### src/rtl/frame_seq_ctrl_pkg.sv
// Shared definitions for the frame sequencer: one-hot phase encoding and default
// frame geometry, also used by the filter-core top and the bench.
package frame_seq_ctrl_pkg;

    localparam int unsigned DEF_IMG_W    = 1026;
    localparam int unsigned DEF_IMG_H    = 1024;
    localparam int unsigned DEF_PIPE_LAT = 5149;
    localparam int unsigned DEF_CW       = 21;

    typedef enum logic [4:0] {
        ST_IDLE  = 5'b00001,
        ST_FILL  = 5'b00010,
        ST_RUN   = 5'b00100,
        ST_FLUSH = 5'b01000,
        ST_DONE  = 5'b10000
    } state_t;

    function automatic int unsigned frame_pix(input int unsigned w, input int unsigned h);
        return w * h;
    endfunction

endpackage

### src/rtl/frame_seq_ctrl_beat_cnt.sv
// Beat counter: clears on clr, counts on inc, flags equality with a match value.
module beat_cnt #(
    parameter int unsigned CW = 21
) (
    input  logic          clk,
    input  logic          rst_n,
    input  logic          clr,
    input  logic          inc,
    input  logic [CW-1:0] match,
    output logic          eq
);

    logic [CW-1:0] cnt;

    always_ff @(posedge clk or negedge rst_n) begin
        if (!rst_n) begin
            cnt <= '0;
        end else if (clr) begin
            cnt <= '0;
        end else if (inc) begin
            cnt <= cnt + CW'(1);
        end
    end

    assign eq = (cnt == match);

endmodule

### src/rtl/frame_seq_ctrl.sv
// Frame sequencer around the streaming 2-D filter datapath (fill/run/flush gating, m_last).
// Optional s_last framing check enabled by defining FRAME_SEQ_LAST_CHK_EN.
module frame_seq_ctrl
    import frame_seq_ctrl_pkg::*;
#(
    parameter int unsigned IMG_W    = DEF_IMG_W,
    parameter int unsigned IMG_H    = DEF_IMG_H,
    parameter int unsigned PIPE_LAT = DEF_PIPE_LAT,
    parameter int unsigned CW       = DEF_CW
) (
    input  logic       clk,
    input  logic       rst_n,
    input  logic       start,
    input  logic       s_valid,
    output logic       s_ready,
    input  logic       s_last,
    output logic       dp_in_valid,
    input  logic       dp_in_ready,
    output logic       flush_en,
    input  logic       dp_out_valid,
    output logic       dp_out_ready,
    output logic       m_valid,
    input  logic       m_ready,
    output logic       m_last,
    output logic [4:0] state,
    output logic       busy,
    output logic       done,
    output logic       err_last
);

    localparam int unsigned   FRAME_PIX = frame_pix(IMG_W, IMG_H);
    localparam logic [CW-1:0] FILL_LAST = CW'(PIPE_LAT - 1);
    localparam logic [CW-1:0] PIX_LAST  = CW'(FRAME_PIX - 1);
    localparam logic [CW-1:0] FLUSH_LEN = CW'(PIPE_LAT);

    state_t        st, st_nx;
    logic          in_phase, out_en;
    logic          in_hs, out_hs, fl_hs, start_acc;
    logic          in_eq, out_eq, fl_eq;
    logic [CW-1:0] in_match;

    assign in_hs     = s_valid & s_ready;
    assign out_hs    = m_valid & m_ready;
    assign fl_hs     = flush_en & dp_in_ready;
    assign start_acc = start & (st == ST_IDLE);

    // The input counter serves both the fill boundary and the end-of-frame beat.
    assign in_match = (st == ST_FILL) ? FILL_LAST : PIX_LAST;

    beat_cnt #(.CW(CW)) u_in_cnt (
        .clk(clk), .rst_n(rst_n), .clr(start_acc), .inc(in_hs), .match(in_match), .eq(in_eq)
    );

    beat_cnt #(.CW(CW)) u_out_cnt (
        .clk(clk), .rst_n(rst_n), .clr(start_acc), .inc(out_hs), .match(PIX_LAST), .eq(out_eq)
    );

    beat_cnt #(.CW(CW)) u_fl_cnt (
        .clk(clk), .rst_n(rst_n), .clr(start_acc), .inc(fl_hs), .match(FLUSH_LEN), .eq(fl_eq)
    );

    always_ff @(posedge clk or negedge rst_n) begin
        if (!rst_n) begin
            st <= ST_IDLE;
        end else begin
            st <= st_nx;
        end
    end

    always_comb begin
        st_nx = st;
        unique case (st)
            ST_IDLE:  if (start)                st_nx = ST_FILL;
            ST_FILL:  if (in_hs && in_eq)       st_nx = ST_RUN;
            ST_RUN:   if (in_hs && in_eq)       st_nx = ST_FLUSH;
            ST_FLUSH: if (out_hs && out_eq)     st_nx = ST_DONE;
            ST_DONE:                            st_nx = ST_IDLE;
            default:                            st_nx = ST_IDLE;
        endcase
    end

    always_comb begin
        in_phase     = (st == ST_FILL) || (st == ST_RUN);
        out_en       = (st == ST_RUN) || (st == ST_FLUSH);
        s_ready      = dp_in_ready & in_phase;
        dp_in_valid  = s_valid & in_phase;
        flush_en     = (st == ST_FLUSH) & ~fl_eq;
        dp_out_ready = out_en ? m_ready : 1'b1;
        m_valid      = dp_out_valid & out_en;
        m_last       = out_en & out_eq;
        busy         = (st != ST_IDLE);
        done         = (st == ST_DONE);
        state        = st;
    end

`ifdef FRAME_SEQ_LAST_CHK_EN
    logic err_q;
    logic exp_last;

    // in_eq only marks the final pixel outside FILL.
    assign exp_last = in_eq & (st != ST_FILL);

    always_ff @(posedge clk or negedge rst_n) begin
        if (!rst_n) begin
            err_q <= 1'b0;
        end else if (start_acc) begin
            err_q <= 1'b0;
        end else if (in_hs && (s_last != exp_last)) begin
            err_q <= 1'b1;
        end
    end

    assign err_last = err_q;
`else
    logic s_last_unused;
    assign s_last_unused = s_last;
    assign err_last      = 1'b0;
`endif

endmodule

### config.mk
export PLATFORM = sky130hd
export DESIGN_NAME = frame_seq_ctrl
export DESIGN_NICKNAME = d
export VERILOG_FILES = /design/src/rtl/frame_seq_ctrl_pkg.sv /design/src/rtl/frame_seq_ctrl_beat_cnt.sv /design/src/rtl/frame_seq_ctrl.sv
export SDC_FILE = /design/constraint.sdc
export NUM_CORES = 1
export LEC_CHECK = 0
export CAP_MARGIN = 20
export CORE_UTILIZATION = 30
export CTS_CLUSTER_DIAMETER = 30
export DETAILED_ROUTE_END_ITERATION = 7
export GPL_TIMING_DRIVEN = 0
export PLACE_DENSITY = 0.46
export SKIP_CTS_REPAIR_TIMING = 1
export SYNTH_ARGS = -nofsm -noshare
export SYNTH_HDL_FRONTEND = slang
export SYNTH_SLANG_ARGS = --single-unit
### constraint.sdc
create_clock -name clk -period 6.34 [get_ports clk]
set_input_delay 1.268 -clock clk [delete_from_list [all_inputs] [get_ports clk]]
set_output_delay 1.268 -clock clk [all_outputs]
set_load 0.02 [all_outputs]
==> run metrics <==
initial antenna violation count 0; clock root cell clkbuf_16; worst-skew pair later-pin latency 340 ps; Hold Crit Class flop to flop; Bufs and invs on worst path 2; commonest non-fill, non-tap cells in the layout dfrtp_1 (67), nor2_1 (66), xor2_1 (36), nand3_1 (29), nand2_1 (29); #FFs+latches synth 68; Worst EP required 5070 ps; sequential share of the synthesized area 45.6%; synthesis warning total 0; Setup crit start s_valid; I/O Buffers 19; # diodes 0; vias after detailed routing 3065; Data arrival, critical path 3370 ps; std cell rows 40; Post-Synth Adder-Cell Area 1.34%; WS Path Type primary input to primary output; register-to-register setup slack 3770 ps; P_leak 1.85 nW; status finished clean; Post-Synthesis Cells 404; GPL Wtd Cong 0.750; Die Area 0.0129 mm2; mux cell area share after synthesis 0%; Final HPWL DP 6.62 mm; routed vias/inst 5.04; RSZ-0062 raised after global routing no; syn_nets 416; cell count along the critical path 4; Layout Nets 447; biggest area consumer among synthesized cells dfrtp_1; CP endpoint dp_in_valid; Post-synth EDFFs 0; Area after DPL 0.00416 mm2; Tcrit/Tclk final 73.2%; Num CTS Buffers 9; slew of the pin with the lowest slew margin 883 ps; Initial DRC Count 190; drc violations 0; Setup crit end kind primary output; Worst Skew 7.69 ps; Clk pin slew, worst setup/hold paths 50 ps; GRT overflow 0; Final Cell Area 0.00444 mm2; worst r2r src state[4]; GRT Overall Usage 15.7%; Main synth FF type dfrtp_1; Core Area 0.0121 mm2; Top delay family on crit path buffers and inverters; Worst VDD drop 0.000102 V; share of the synthesized area in the top cell type 44.9%; Post-Syn Area 0.00373 mm2; Final Max Slew Viols 0; Starting Density 31.0%; CTS Buffer Depth 2; Compound-Gate Fraction of Synth Area 5.76%; Die X 114 um; fmax 215 MHz; Synth async-reset ratio 100%; clock sinks 68; final count of negative-setup-slack endpoints 0; reg-to-reg endpoint u_out_cnt.cnt[6]; min Tclk post-route 4640 ps; IO Count 22; synth top area cells dfrtp_1 (45%), xor2_1 (8.4%), nor2_1 (6.6%); Netlist cell types 49; crit-path max FO 6; commonest non-fill, non-tap cell in the layout dfrtp_1; largest family of logic cells by synthesized area simple AND/OR/NAND/NOR gates; height of the die 114 um; setup TNS 0 ps; vias in the first global route 2942; layout cells sized above 1 6.59%; routed length per instance 15.1 um; H-tree levels 3; crit start category primary input; Worst Reg-to-Reg Cells 6; Area Overhead vs Synth 19.0%; max_cap viols 0; final WL 9.18 mm; largest net degree at the start of global routing 50; XOR/XNOR share of the synthesized area 11.7%; Fin. Hold Viols 0; Slew headroom 40.6%; Critical-path top delay cell clkdlybuf4s50_1; worst path cell trace clkdlybuf4s50_1 -> or4b_4 -> nor2_1 -> clkdlybuf4s50_1; Simple-Gate Fraction of Synth Area 33.2%; power density over cell area 251 mW/mm2; CTS tree done; Antenna Violating Nets Remaining 0; slowest cell delay on critical path 700 ps; drt pass-1 iters 4; most used cell along the critical path clkdlybuf4s50_1; syn_area_per_cell 9.24 um2; Fill cells 1261; first-pass GRT wire length 15.3 mm
## worst min-delay path by stage
stage | end | cells after the start | start
floorplan | u_out_cnt.cnt[7] | 2 | u_out_cnt.cnt[7]
global placement | u_out_cnt.cnt[7] | 2 | u_out_cnt.cnt[7]
detailed placement | u_out_cnt.cnt[7] | 2 | u_out_cnt.cnt[7]
CTS | u_out_cnt.cnt[7] | 2 | u_out_cnt.cnt[7]
global route | u_fl_cnt.cnt[2] | 1 | u_fl_cnt.cnt[2]
finish | u_out_cnt.cnt[7] | 2 | u_out_cnt.cnt[7]
## per-stage QoR
stage | setup WS, ps | hold WS (ps) | total power, mW | cells | util, %
after global placement | 1350 | 524 | 0.647 | 591 | 34.3
after global routing | 1620 | 575 | 1.17 | 608 | 36.8
after detailed placement | 1660 | 533 | 0.648 | 592 | 34.5
after CTS | 1650 | 549 | 1.13 | 608 | 36.8
after floorplan | 2910 | 497 | 0.564 | 404 | -
final | 1700 | 537 | 1.11 | 608 | 36.8
## synthesized netlist by cell type (all sizes together) (8+ instances only)
library cell / count
and4: 11
nor2: 66
nand4: 24
nor4: 12
xnor2: 14
nand3: 29
clkbuf: 8
a21oi: 10
xor2: 36
nand2: 29
o21ai: 12
and3: 10
or3: 10
dfrtp: 67
nor3: 9
## worst register-to-register path: cells and delay by family, from the launching register on
family	cells	cell delay (ps)
buffers and inverters	2	940
flip-flops	1	510
AND/OR/NAND/NOR	4	980
## metal layers
layer | GRT usage (%) | wire (um) | vias to the layer above
met5 | 0 | 0 | -
met4 | 6.32 | 150 | 0
met3 | 3.61 | 306 | 11
met2 | 25.9 | 4370 | 41
met1 | 19.7 | 4350 | 1508
li1 | - | - | 1505
## area by class of cell
cell class / instances / area [um2] / area share [%]
Multi-Input combinational cell: 315 / 1950 / 43.8
Sequential cell: 68 / 1700 / 38.3
Clock buffer: 15 / 278 / 6.25
Timing Repair Buffer: 20 / 215 / 4.84
Tap cell: 168 / 210 / 4.73
Buffer: 15 / 63.8 / 1.44
Inverter: 6 / 22.5 / 0.507
Clock inverter: 1 / 5.00 / 0.113
## sequential cells by signal, summed over array words and instances, names as in the netlist
signal,flops
u_out_cnt.cnt,21
u_fl_cnt.cnt,21
state,5
u_in_cnt.cnt,21
## cells by family (layout without fill, tap and decap cells)
kind of cell | after synthesis | in the layout
AO/OA/AOI/OAI | 35 | 35
other | 1 | 1
adder cells (fa/ha/maj) | 4 | 4
AND/OR/NAND/NOR | 225 | 225
buffers and inverters | 21 | 57
XOR/XNOR | 50 | 50
flip-flops | 68 | 68
## power by group
| group | switching, mW | internal (mW) |
|---|---|---|
| sequential | 0.0167 | 0.447 |
| clock | 0.182 | 0.297 |
| combinational | 0.118 | 0.0543 |
| total | 0.317 | 0.798 |
(Power assumes the default switching activity.)
